===== src/rtl/rv32i_pkg.sv =====
// Shared rv32i definitions: RAM operation codes, load/store funct3 encodings
// and the request legality rule used by the load/store unit.
package rv32i_pkg;

  typedef enum logic [1:0] {
    MEM_NONE  = 2'd0,
    MEM_LOAD  = 2'd1,
    MEM_STORE = 2'd2
  } mem_op_e;

  localparam logic [2:0] F3_B  = 3'b000;
  localparam logic [2:0] F3_H  = 3'b001;
  localparam logic [2:0] F3_W  = 3'b010;
  localparam logic [2:0] F3_BU = 3'b100;
  localparam logic [2:0] F3_HU = 3'b101;

  // Unsigned variants exist only for loads, and halves/words must be naturally aligned.
  function automatic logic req_is_err(input logic       we,
                                      input logic [2:0] funct3,
                                      input logic [1:0] addr_lo);
    logic err;
    err = 1'b1;
    case (funct3)
      F3_B:    err = 1'b0;
      F3_H:    err = addr_lo[0];
      F3_W:    err = (addr_lo != 2'b00);
      F3_BU:   err = we;
      F3_HU:   err = we | addr_lo[0];
      default: err = 1'b1;
    endcase
    return err;
  endfunction

endpackage


===== src/rtl/rv32i_lsu_align.sv =====
// Byte-lane steering for the LSU: load extract/extend and sub-word store merge.
// Only the low half of the store data can ever land in a lane, so only that
// half is brought in.
module lsu_align
  import rv32i_pkg::*;
(
  input  logic [2:0]  funct3,
  input  logic [1:0]  addr_lo,
  input  logic [31:0] word,
  input  logic [15:0] wdata,
  output logic [31:0] load_data,
  output logic [31:0] store_word
);

  logic [7:0]  lane_b;
  logic [15:0] lane_h;

  // Pick the addressed byte/half out of the RAM word and extend it.
  always_comb begin
    lane_b = word[{addr_lo, 3'b000} +: 8];
    lane_h = addr_lo[1] ? word[31:16] : word[15:0];
    case (funct3)
      F3_B:    load_data = {{24{lane_b[7]}}, lane_b};
      F3_H:    load_data = {{16{lane_h[15]}}, lane_h};
      F3_BU:   load_data = {24'd0, lane_b};
      F3_HU:   load_data = {16'd0, lane_h};
      default: load_data = word;
    endcase
  end

  // Replace the addressed lane(s) of the old word with the store data.
  always_comb begin
    store_word = word;
    case (funct3)
      F3_B: store_word[{addr_lo, 3'b000} +: 8] = wdata[7:0];
      F3_H: begin
        if (addr_lo[1]) store_word[31:16] = wdata;
        else            store_word[15:0]  = wdata;
      end
      default: store_word = word;
    endcase
  end

endmodule


===== src/rtl/rv32i_lsu.sv =====
// RV32I load/store unit: turns one load/store request into word accesses on
// the data RAM, with read-modify-write for sub-word stores.
//
// state     | meaning
// ----------+---------------------------------------------------------------
// IDLE      | ready for a request; accept drives RAM address/op directly
// LOAD_RD   | RAM word arriving; extract/extend into resp_rdata
// STORE_RMW | old word arriving; write back with merged lane(s)
// RESP      | one-cycle response pulse
module rv32i_lsu
  import rv32i_pkg::*;
(
  input  logic        clk,
  input  logic        rst_n,
  input  logic        req_valid,
  output logic        req_ready,
  input  logic        req_we,
  input  logic [2:0]  req_funct3,
  input  logic [31:0] req_addr,
  input  logic [31:0] req_wdata,
  output logic        resp_valid,
  output logic [31:0] resp_rdata,
  output logic        resp_err,
  output logic [31:0] ram_addr,
  output logic [31:0] ram_wdata,
  output mem_op_e     ram_mem_op,
  input  logic [31:0] ram_rdata
);

  typedef enum logic [1:0] {
    IDLE      = 2'd0,
    LOAD_RD   = 2'd1,
    STORE_RMW = 2'd2,
    RESP      = 2'd3
  } lsu_state_e;

  lsu_state_e  state, next_state;
  logic [2:0]  lat_funct3;
  logic [31:0] lat_addr;
  logic [15:0] lat_wdata;
  logic        req_err;
  logic        accept;
  logic        resp_now;
  logic [31:0] load_data;
  logic [31:0] store_word;

  assign req_err    = req_is_err(req_we, req_funct3, req_addr[1:0]);
  assign accept     = (state == IDLE) && req_valid;
  // Errors and SW complete without a RAM read, so their response is known at accept.
  assign resp_now   = req_err || (req_we && (req_funct3 == F3_W));
  assign resp_valid = rst_n && (state == RESP);

  lsu_align u_align (
    .funct3     (lat_funct3),
    .addr_lo    (lat_addr[1:0]),
    .word       (ram_rdata),
    .wdata      (lat_wdata),
    .load_data  (load_data),
    .store_word (store_word)
  );

  // State, latched request and the held response registers.
  always_ff @(posedge clk) begin
    if (!rst_n) begin
      state      <= IDLE;
      lat_funct3 <= '0;
      lat_addr   <= '0;
      lat_wdata  <= '0;
      resp_rdata <= '0;
      resp_err   <= 1'b0;
    end else begin
      state <= next_state;
      if (accept) begin
        lat_funct3 <= req_funct3;
        lat_addr   <= req_addr;
        lat_wdata  <= req_wdata[15:0];
        if (resp_now) begin
          resp_rdata <= '0;
          resp_err   <= req_err;
        end
      end
      if (state == LOAD_RD) begin
        resp_rdata <= load_data;
        resp_err   <= 1'b0;
      end
      if (state == STORE_RMW) begin
        resp_rdata <= '0;
        resp_err   <= 1'b0;
      end
    end
  end

  // Next state and RAM drive; reset forces the RAM idle so an in-flight RMW never writes.
  always_comb begin
    next_state = state;
    req_ready  = 1'b0;
    ram_mem_op = MEM_NONE;
    ram_addr   = lat_addr;
    ram_wdata  = '0;
    case (state)
      IDLE: begin
        req_ready = 1'b1;
        if (req_valid) begin
          ram_addr = req_addr;
          if (req_err) begin
            next_state = RESP;
          end else if (!req_we) begin
            ram_mem_op = MEM_LOAD;
            next_state = LOAD_RD;
          end else if (req_funct3 == F3_W) begin
            ram_mem_op = MEM_STORE;
            ram_wdata  = req_wdata;
            next_state = RESP;
          end else begin
            ram_mem_op = MEM_LOAD;
            next_state = STORE_RMW;
          end
        end
      end
      LOAD_RD: next_state = RESP;
      STORE_RMW: begin
        ram_mem_op = MEM_STORE;
        ram_wdata  = store_word;
        next_state = RESP;
      end
      RESP:    next_state = IDLE;
      default: next_state = IDLE;
    endcase
    if (!rst_n) begin
      req_ready  = 1'b0;
      ram_mem_op = MEM_NONE;
    end
  end

endmodule


===== config.mk =====
export PLATFORM = sky130hd
export DESIGN_NAME = rv32i_lsu
export DESIGN_NICKNAME = d
export VERILOG_FILES = /design/src/rtl/rv32i_pkg.sv /design/src/rtl/rv32i_lsu_align.sv /design/src/rtl/rv32i_lsu.sv
export SDC_FILE = /design/constraint.sdc
export NUM_CORES = 1
export LEC_CHECK = 0
export BUFFER_PORTS_ARGS = -buffer_cell sky130_fd_sc_hd__buf_2
export CAP_MARGIN = 10
export CORE_ASPECT_RATIO = 1.75
export CORE_UTILIZATION = 44
export CTS_BUF_LIST = sky130_fd_sc_hd__clkbuf_16
export DETAILED_ROUTE_END_ITERATION = 8
export PLACE_DENSITY = 0.75
export SLEW_MARGIN = 25
export SYNTH_ARGS = -nofsm -noshare
export SYNTH_HDL_FRONTEND = slang
export SYNTH_SLANG_ARGS = --single-unit

===== constraint.sdc =====
create_clock -name clk -period 2.4 [get_ports clk]
set_input_delay 0.24 -clock clk [delete_from_list [all_inputs] [get_ports clk]]
set_output_delay 0.24 -clock clk [all_outputs]
set_load 0.01 [all_outputs]

==> out/qor.yml, run 1 <==
critical_path:
  r2r_slack_ns: 0.31
  critPathLaunch: "lat_addr[1]$_SDFFE_PN0P_"
  crit_end: "ram_wdata[15]"
  r2r_start: "lat_addr[1]$_SDFFE_PN0P_"
  crit_path_start_kind: "register"
  crit_fanout: 7
  r2r_cells: 6
  end_kind: "output pin"
  worstPathArrival_ns: 2.09
  cp.required_ns: 2.16
  worst-setup-path-type: "register to output pin"
  r2r-end: "resp_rdata[1]$_SDFFE_PP0P_"
route:
  wl_um: 16600
  via_count: 5257
  drcViolationCount: 0
  viasPerCell: 5.78
  ant_nets: 0
  detail_route.iter0.violations: 456
  first_pass_iters: 5
  avgRoutedWirePerCell_um: 18.2
placement:
  dp_slack_ns: 0.150
  dp_hpwl_um: 12700
  gp_congestion: 1.01
  dpl_cell_area_sq_um: 5910
  io_buffers: 203
timing:
  fmax_ghz: 0.429
  final-setup-viol-count: 0
  worst_pin_slew_ns: 0.666
  rsz0062_at_grt: "true"
  slew_headroom_pct: 55.4
  finalClockSkew_ns: 0.00402
  slew_violations: 0
  hold_violations: 0
  fin_crit_ns: 2.33
  post-route-period-util_pct: 97.2
  final.setup.worst_slack_ns: 0.0681
  setup_tns_ns: 0
power_and_ir_drop:
  power.leakage_nw: 3.09
  p_per_area_nw_per_um2: 956
  power_mw: 5.99
  ir_drop_mv: 0.524
cells_and_area:
  n_fill_cell: 939
  nets: 889
  fin_area_sq_um: 6270
  area_delta_synth_final_pct: 32.2
  regArea_sq_um: 1730
  antenna_cells: 0
  drive_gt1_share_pct: 35.7
  multi_input_area_sq_um: 2880
logic_synthesis:
  synth-seq-area-share_pct: 36.3
  yosysTopAreaCellShare_pct: 36.3
  synth_edf_count: 0
  syn_avg_cell_area_sq_um: 8.15
  synth_cell_types: 42
  ys_warn_count: 0
  synth_ff_type: "dfxtp_1"
  synthTopCellsByArea: "dfxtp_1, nand2_1, a221o_1"
  syn_area_sq_um: 4740
  async_reset_ff_share_pct: 0
  yosysTopAreaCell: "dfxtp_1"
  synth_cells: 582
  ys_ff_latch: 86
  synth_nets: 694
floorplan:
  core_area_sq_um: 10400
  io_pins: 204
  fp.dieW_um: 80.5
  initial_core_util_pct: 45.8
  dieArea_sq_um: 11200
  rows: 49
  die_height_um: 139
cts:
  tritoncts: "yes"
  htree_levels: 3
  cts_repair_resize_count: 9
  clockRootBuffer: "clkbuf_16"
  holdBufCountCts: 0
  cts.sinks: 86
  path_clk_slew_ns: 0.06
  cts_setup_buffers: 0
  clock_latency_ns: 0.33
  cts-buffers-inserted: 9
  clock_path_buffers: 2
global_route:
  grt_pass1_vias: 5070
  grt_pass1_wl_um: 25800
  grt_max_degree: 59
  grt_util_all_layers_pct: 30.2
  overflow: 0
  antenna_found_initial: 0
min_path:
  hp-class: "input port to register"
job:
  drv_cap: 0
status:
  outcome: "completed"
flip-flops by register name, summed over array words and instances, names as in the netlist:
register	flops
lat_addr	32
lat_funct3	3
lat_wdata	16
resp_err	1
resp_rdata	32
state	2
worst min path at each step:
stage                                startpoint                     endpoint  slack [ns]  cells after the start
floorplan                         ram_rdata[19]  resp_rdata[19]$_SDFFE_PP0P_        0.38                      1
global placement    resp_rdata[10]$_SDFFE_PP0P_  resp_rdata[10]$_SDFFE_PP0P_        0.45                      1
detailed placement   resp_rdata[2]$_SDFFE_PP0P_   resp_rdata[2]$_SDFFE_PP0P_        0.45                      1
CTS                               ram_rdata[19]  resp_rdata[19]$_SDFFE_PP0P_        0.16                      2
global route                      req_wdata[14]   lat_wdata[14]$_SDFFE_PN0P_        0.17                      3
finish                            ram_rdata[19]  resp_rdata[19]$_SDFFE_PP0P_        0.17                      2
critical path, cell delays in order (launching register included):
cell	delay, ns
dfxtp_2	0.33
inv_2	0.07
buf_4	0.16
ha_1	0.22
nor4b_4	0.14
buf_4	0.16
a22o_1	0.18
a221o_1	0.35
buf_2	0.14
cells in the final DEF, fill, tap and decap left out, types with 8 or more instances in the layout:
cell type,count
nand2b_1,17
and2_1,44
mux2_2,10
a221o_1,40
clkbuf_16,9
dfxtp_1,83
nor3_1,16
a21boi_0,19
a32o_1,8
nor2b_1,10
inv_1,8
a221o_2,8
buf_2,203
mux2i_1,8
nand3_1,9
a22o_1,16
a21oi_1,14
o21ai_0,14
buf_4,23
nand2_1,159
layout make-up:
cell class,instances,area share (%)
timing repair buffer,226,19.0
clock buffer,9,3.59
tap,127,2.54
clock inverter,7,0.918
inverter,8,0.479
multi-input combinational,446,46.0
sequential,86,27.5
routing by layer:
metal,GRT usage (%),vias to the layer above,routed length [um]
met1,31.3,2394,5740
met3,7.80,83,1310
li1,-,2466,-
met5,0,-,0
met4,23.5,0,1430
met2,50.3,314,8090
cell families (layout without fill, tap and decap cells):
kind of cell	after synthesis	in the layout	share of synthesized area (%)
fa+ha+maj	9	9	2.38
simple gates	276	276	27.6
flops	86	86	36.3
buf+inv	50	250	4.64
mux	19	19	4.54
compound gates	142	142	24.6
through the flow:
stage,utilization (%),instances,hold WS (ns)
2_1_floorplan,-,582,0.378
3_3_place_gp,57.0,893,0.448
3_5_place_dp,57.0,893,0.450
4_1_cts,60.0,909,0.163
5_1_grt,60.5,909,0.171
6_report,60.5,909,0.172
synth_stat cells (2+ instances only):
master and count:
a21boi_0 19, nor2_1 8, a31oi_1 3, buf_6 2
nand3_1 9, a21oi_1 17, nand2b_1 17, and2_1 45
nor2b_1 10, buf_4 2, a22o_1 16, clkbuf_1 24
o21ai_0 14, buf_2 8, a21o_1 3, mux2_2 10
a221o_2 8, a221o_1 40, mux2i_1 8, a32o_1 8
o21a_1 3, dfxtp_1 86, o2bb2ai_1 7, nand2_1 161
inv_1 8, nor3_1 17, buf_1 6, ha_1 9
report_power, final:
group / internal [mW] / switching, mW / total [mW]
sequential: 1.73 / 0.207 / 1.93
clock: 0.790 / 0.549 / 1.34
combinational: 1.10 / 1.62 / 2.72
Note: power is estimated with default switching activity, not from simulation.
==> inputs of run 2 (changes only) <==
Settings changed: CELL_PAD_IN_SITES_DETAIL_PLACEMENT set to 1, CELL_PAD_IN_SITES_GLOBAL_PLACEMENT set to 1, CORE_UTILIZATION 44 to 31.
Clock period 2.4 ns to 2.1 ns, I/O delays scaled along.
==> run 2 against run 1 <==
Effect of this change:
- the flow now finishes with violations (negative setup slack)
- routed wire length grew 19%
- die area increased by 41%
- via count up 0.78%
- largest power group unchanged
- flip-flop and latch count stayed put
- highest routed layer unchanged
- clock power is 23% higher
- final cell count is 7.9% higher
- largest cell class unchanged
- worst setup slack worse by 0.27 ns
==> out/qor.yml, run 2 (synthesis gave the netlist of run 1 again) <==
power_and_ir_drop:
  ir_drop_mv: 0.534  # +2.0%
  pwr-share-comb_pct: 48.4  # +3.0 points
  power_switching_mw: 3.04  # +28%
  p_per_area_nw_per_um2: 1120  # +17%
  switching_share_pct: 40.5  # +0.82 points
  power_mw: 7.52  # +25%
  internal_power_mw: 4.47  # +24%
  power.leakage_nw: 3.23  # +4.5%
  clkPwrFrac_pct: 21.9  # -0.4 points
  power_frac_seq_pct: 29.7  # -2.6 points
route:
  wl_um: 19700  # +19%
  via_count: 5298  # +0.78%
  avgRoutedWirePerCell_um: 20.1  # +10%
  detail_route.iter0.violations: 193  # -58%
  viasPerCell: 5.40  # -6.6%
  ant_nets: 0  # unchanged
  drcViolationCount: 0  # unchanged
  first_pass_iters: 4  # -1
global_route:
  overflow: 0  # unchanged
  use_met3_pct: 4.40  # -3.4 points
  antenna_found_initial: 0  # unchanged
  top_usage_layer: "met2"
  grt_use_met1_pct: 24.3  # -7.0 points
  grt_pass1_wl_um: 29300  # +14%
  grt_pass1_vias: 5371  # +5.9%
  grt_max_degree: 59  # unchanged
  grt_util_all_layers_pct: 24.8  # -5.4 points
  gr-usage-met2_pct: 46.3  # -3.9 points
cts:
  clock_latency_ns: 0.34  # about the same
  cts.sinks: 86  # unchanged
  clockRootBuffer: "clkbuf_16"
  htree_levels: 3  # unchanged
  cts-buffers-inserted: 9  # unchanged
  tritoncts: "yes"
  holdBufCountCts: 0  # unchanged
  path_clk_slew_ns: 0.07  # about the same
  clock_path_buffers: 2  # unchanged
critical_path:
  critical_path.top_delay_family: "buffers and inverters"
  worst-path-buf-inv: 4  # unchanged
  end_kind: "output pin"
  cp.required_ns: 1.89  # -0.27 ns
  crit_path_start_kind: "register"
  worstPathArrival_ns: 2.09  # about the same
  path_cells: "inv_2, ha_4, inv_4, nor4b_4, buf_4, a22o_1, a221o_1, buf_2"
  crit_slowest_cell: "dfxtp_2"
  worst-setup-path-type: "register to output pin"
  slowest_delay_ns: 0.35  # about the same
  crit_fanout: 6  # -1
status:
  violations: "negative setup slack"
  outcome: "finished with violations"
placement:
  gp_congestion: 0.895  # -12%
  dp_hpwl_um: 15300  # +20%
  placed_cells: 954  # +6.8%
  dp_slack_ns: -0.00148  # -0.151 ns
  io_buffers: 203  # unchanged
  dpl_cell_area_sq_um: 6080  # +2.9%
timing:
  fin_crit_ns: 2.30
  hold_violations: 0  # unchanged
  post-route-period-util_pct: 110
  final-setup-viol-count: 32  # +32
  slew_headroom_pct: 54.0  # -1.4 points
  rsz0062_at_grt: "true"
  final.setup.worst_slack_ns: -0.204  # -0.273 ns
  worst_pin_slew_ns: 0.687  # +0.0210 ns
  slew_violations: 0  # unchanged
  fmax_ghz: 0.434
  finalClockSkew_ns: 0.00735  # +0.00333 ns
cells_and_area:
  n_fill_cell: 1867  # +99%
  drive_gt1_share_pct: 39.5  # +3.8 points
  layout_common_cells: "buf_2, nand2_1, dfxtp_1"
  fin_util_pct: 45.2  # -15 points
  stdcell_count: 981  # +7.9%
  final_common_cell: "buf_2"
  area_delta_synth_final_pct: 42.1
  antenna_cells: 0  # unchanged
  fin_area_sq_um: 6740  # +7.5%
  reg_top3: "lat_addr (32), resp_rdata (32), lat_wdata (16)"
  nets: 905  # +1.8%
floorplan:
  dieArea_sq_um: 15800  # +41%
  core_area_sq_um: 14900  # +44%
  fp.dieW_um: 95.5  # +19%
  io_pins: 204  # unchanged
  die_height_um: 166  # +19%
  initial_core_util_pct: 31.8  # -14 points
  rows: 59  # +20%
job:
  drv_cap: 0  # unchanged
min_path:
  hp-class: "input port to register"
run 2: changes by cell type in the layout (fill, tap and decap cells not counted), sizes merged:
cell      delta
buf         +14
and2         +1
bufbuf       +1
clkinvlp     -1
inv          +1
run 2: area by class of cell:
class	count	area, sq um	area share [%]
clock buffers	9	225	3.34
clock inverters	7	71.3	1.06
inverters	8	37.5	0.557
multi-input cells	447	3010	44.6
flip-flops and latches	86	1740	25.8
well taps	183	229	3.40
repair buffers	241	1440	21.3
run 2: repair_timing:
item                       CTS  global route
setup buffers                7             2
cloned                       2             0
resized for setup           43            19
pin swaps                   17             8
setup endpoints to repair   68            76
run 2: metrics by stage:
stage	hold slack, ns	TNS (ns)
detailed placement	0.451	-0.00148
global route	0.133	-4.94
global placement	0.450	0
finish	0.119	-3.17
CTS	0.114	-3.90
floorplan	0.348	-0.0292
run 2: worst paths after layout:
kind | startpoint | slack, ns | cells after the start | to
worst max-delay path | lat_addr[0]$_SDFFE_PN0P_ | -0.20 | 8 | ram_wdata[13]
worst min-delay path | ram_rdata[18] | 0.12 | 2 | resp_rdata[18]$_SDFFE_PP0P_
worst max register to register | state[0]$_SDFFE_PN0P_ | 0.10 | 6 | resp_rdata[25]$_SDFFE_PP0P_
worst min register to register | resp_rdata[15]$_SDFFE_PP0P_ | 0.47 | 1 | resp_rdata[15]$_SDFFE_PP0P_
run 2: routing by layer:
metal  vias to the layer above  wire length [um]
met3                        53               913
met2                       185             10600
li1                       2496                 -
met5                         -                 0
met4                         0              1230
met1                      2564              6990
run 2: worst reg2reg max path: cells and delay by family, from the launching register on:
family,cells,cell delay (ns)
adders and majority gates,1,0.19
DFF,1,0.34
buffers and inverters,2,0.36
AOI/OAI and AO/OA,1,0.27
and+or+nand+nor,2,0.79
run 2: power groups by stage:
stage / registers [mW] / logic, mW / clock network (mW)
2_1_floorplan: 2.23 / 1.86 / 0
3_3_place_gp: 2.22 / 3.14 / 0
3_5_place_dp: 2.25 / 3.24 / 0
4_1_cts: 2.22 / 3.54 / 1.69
5_1_grt: 2.27 / 3.95 / 1.74
6_report: 2.23 / 3.64 / 1.65
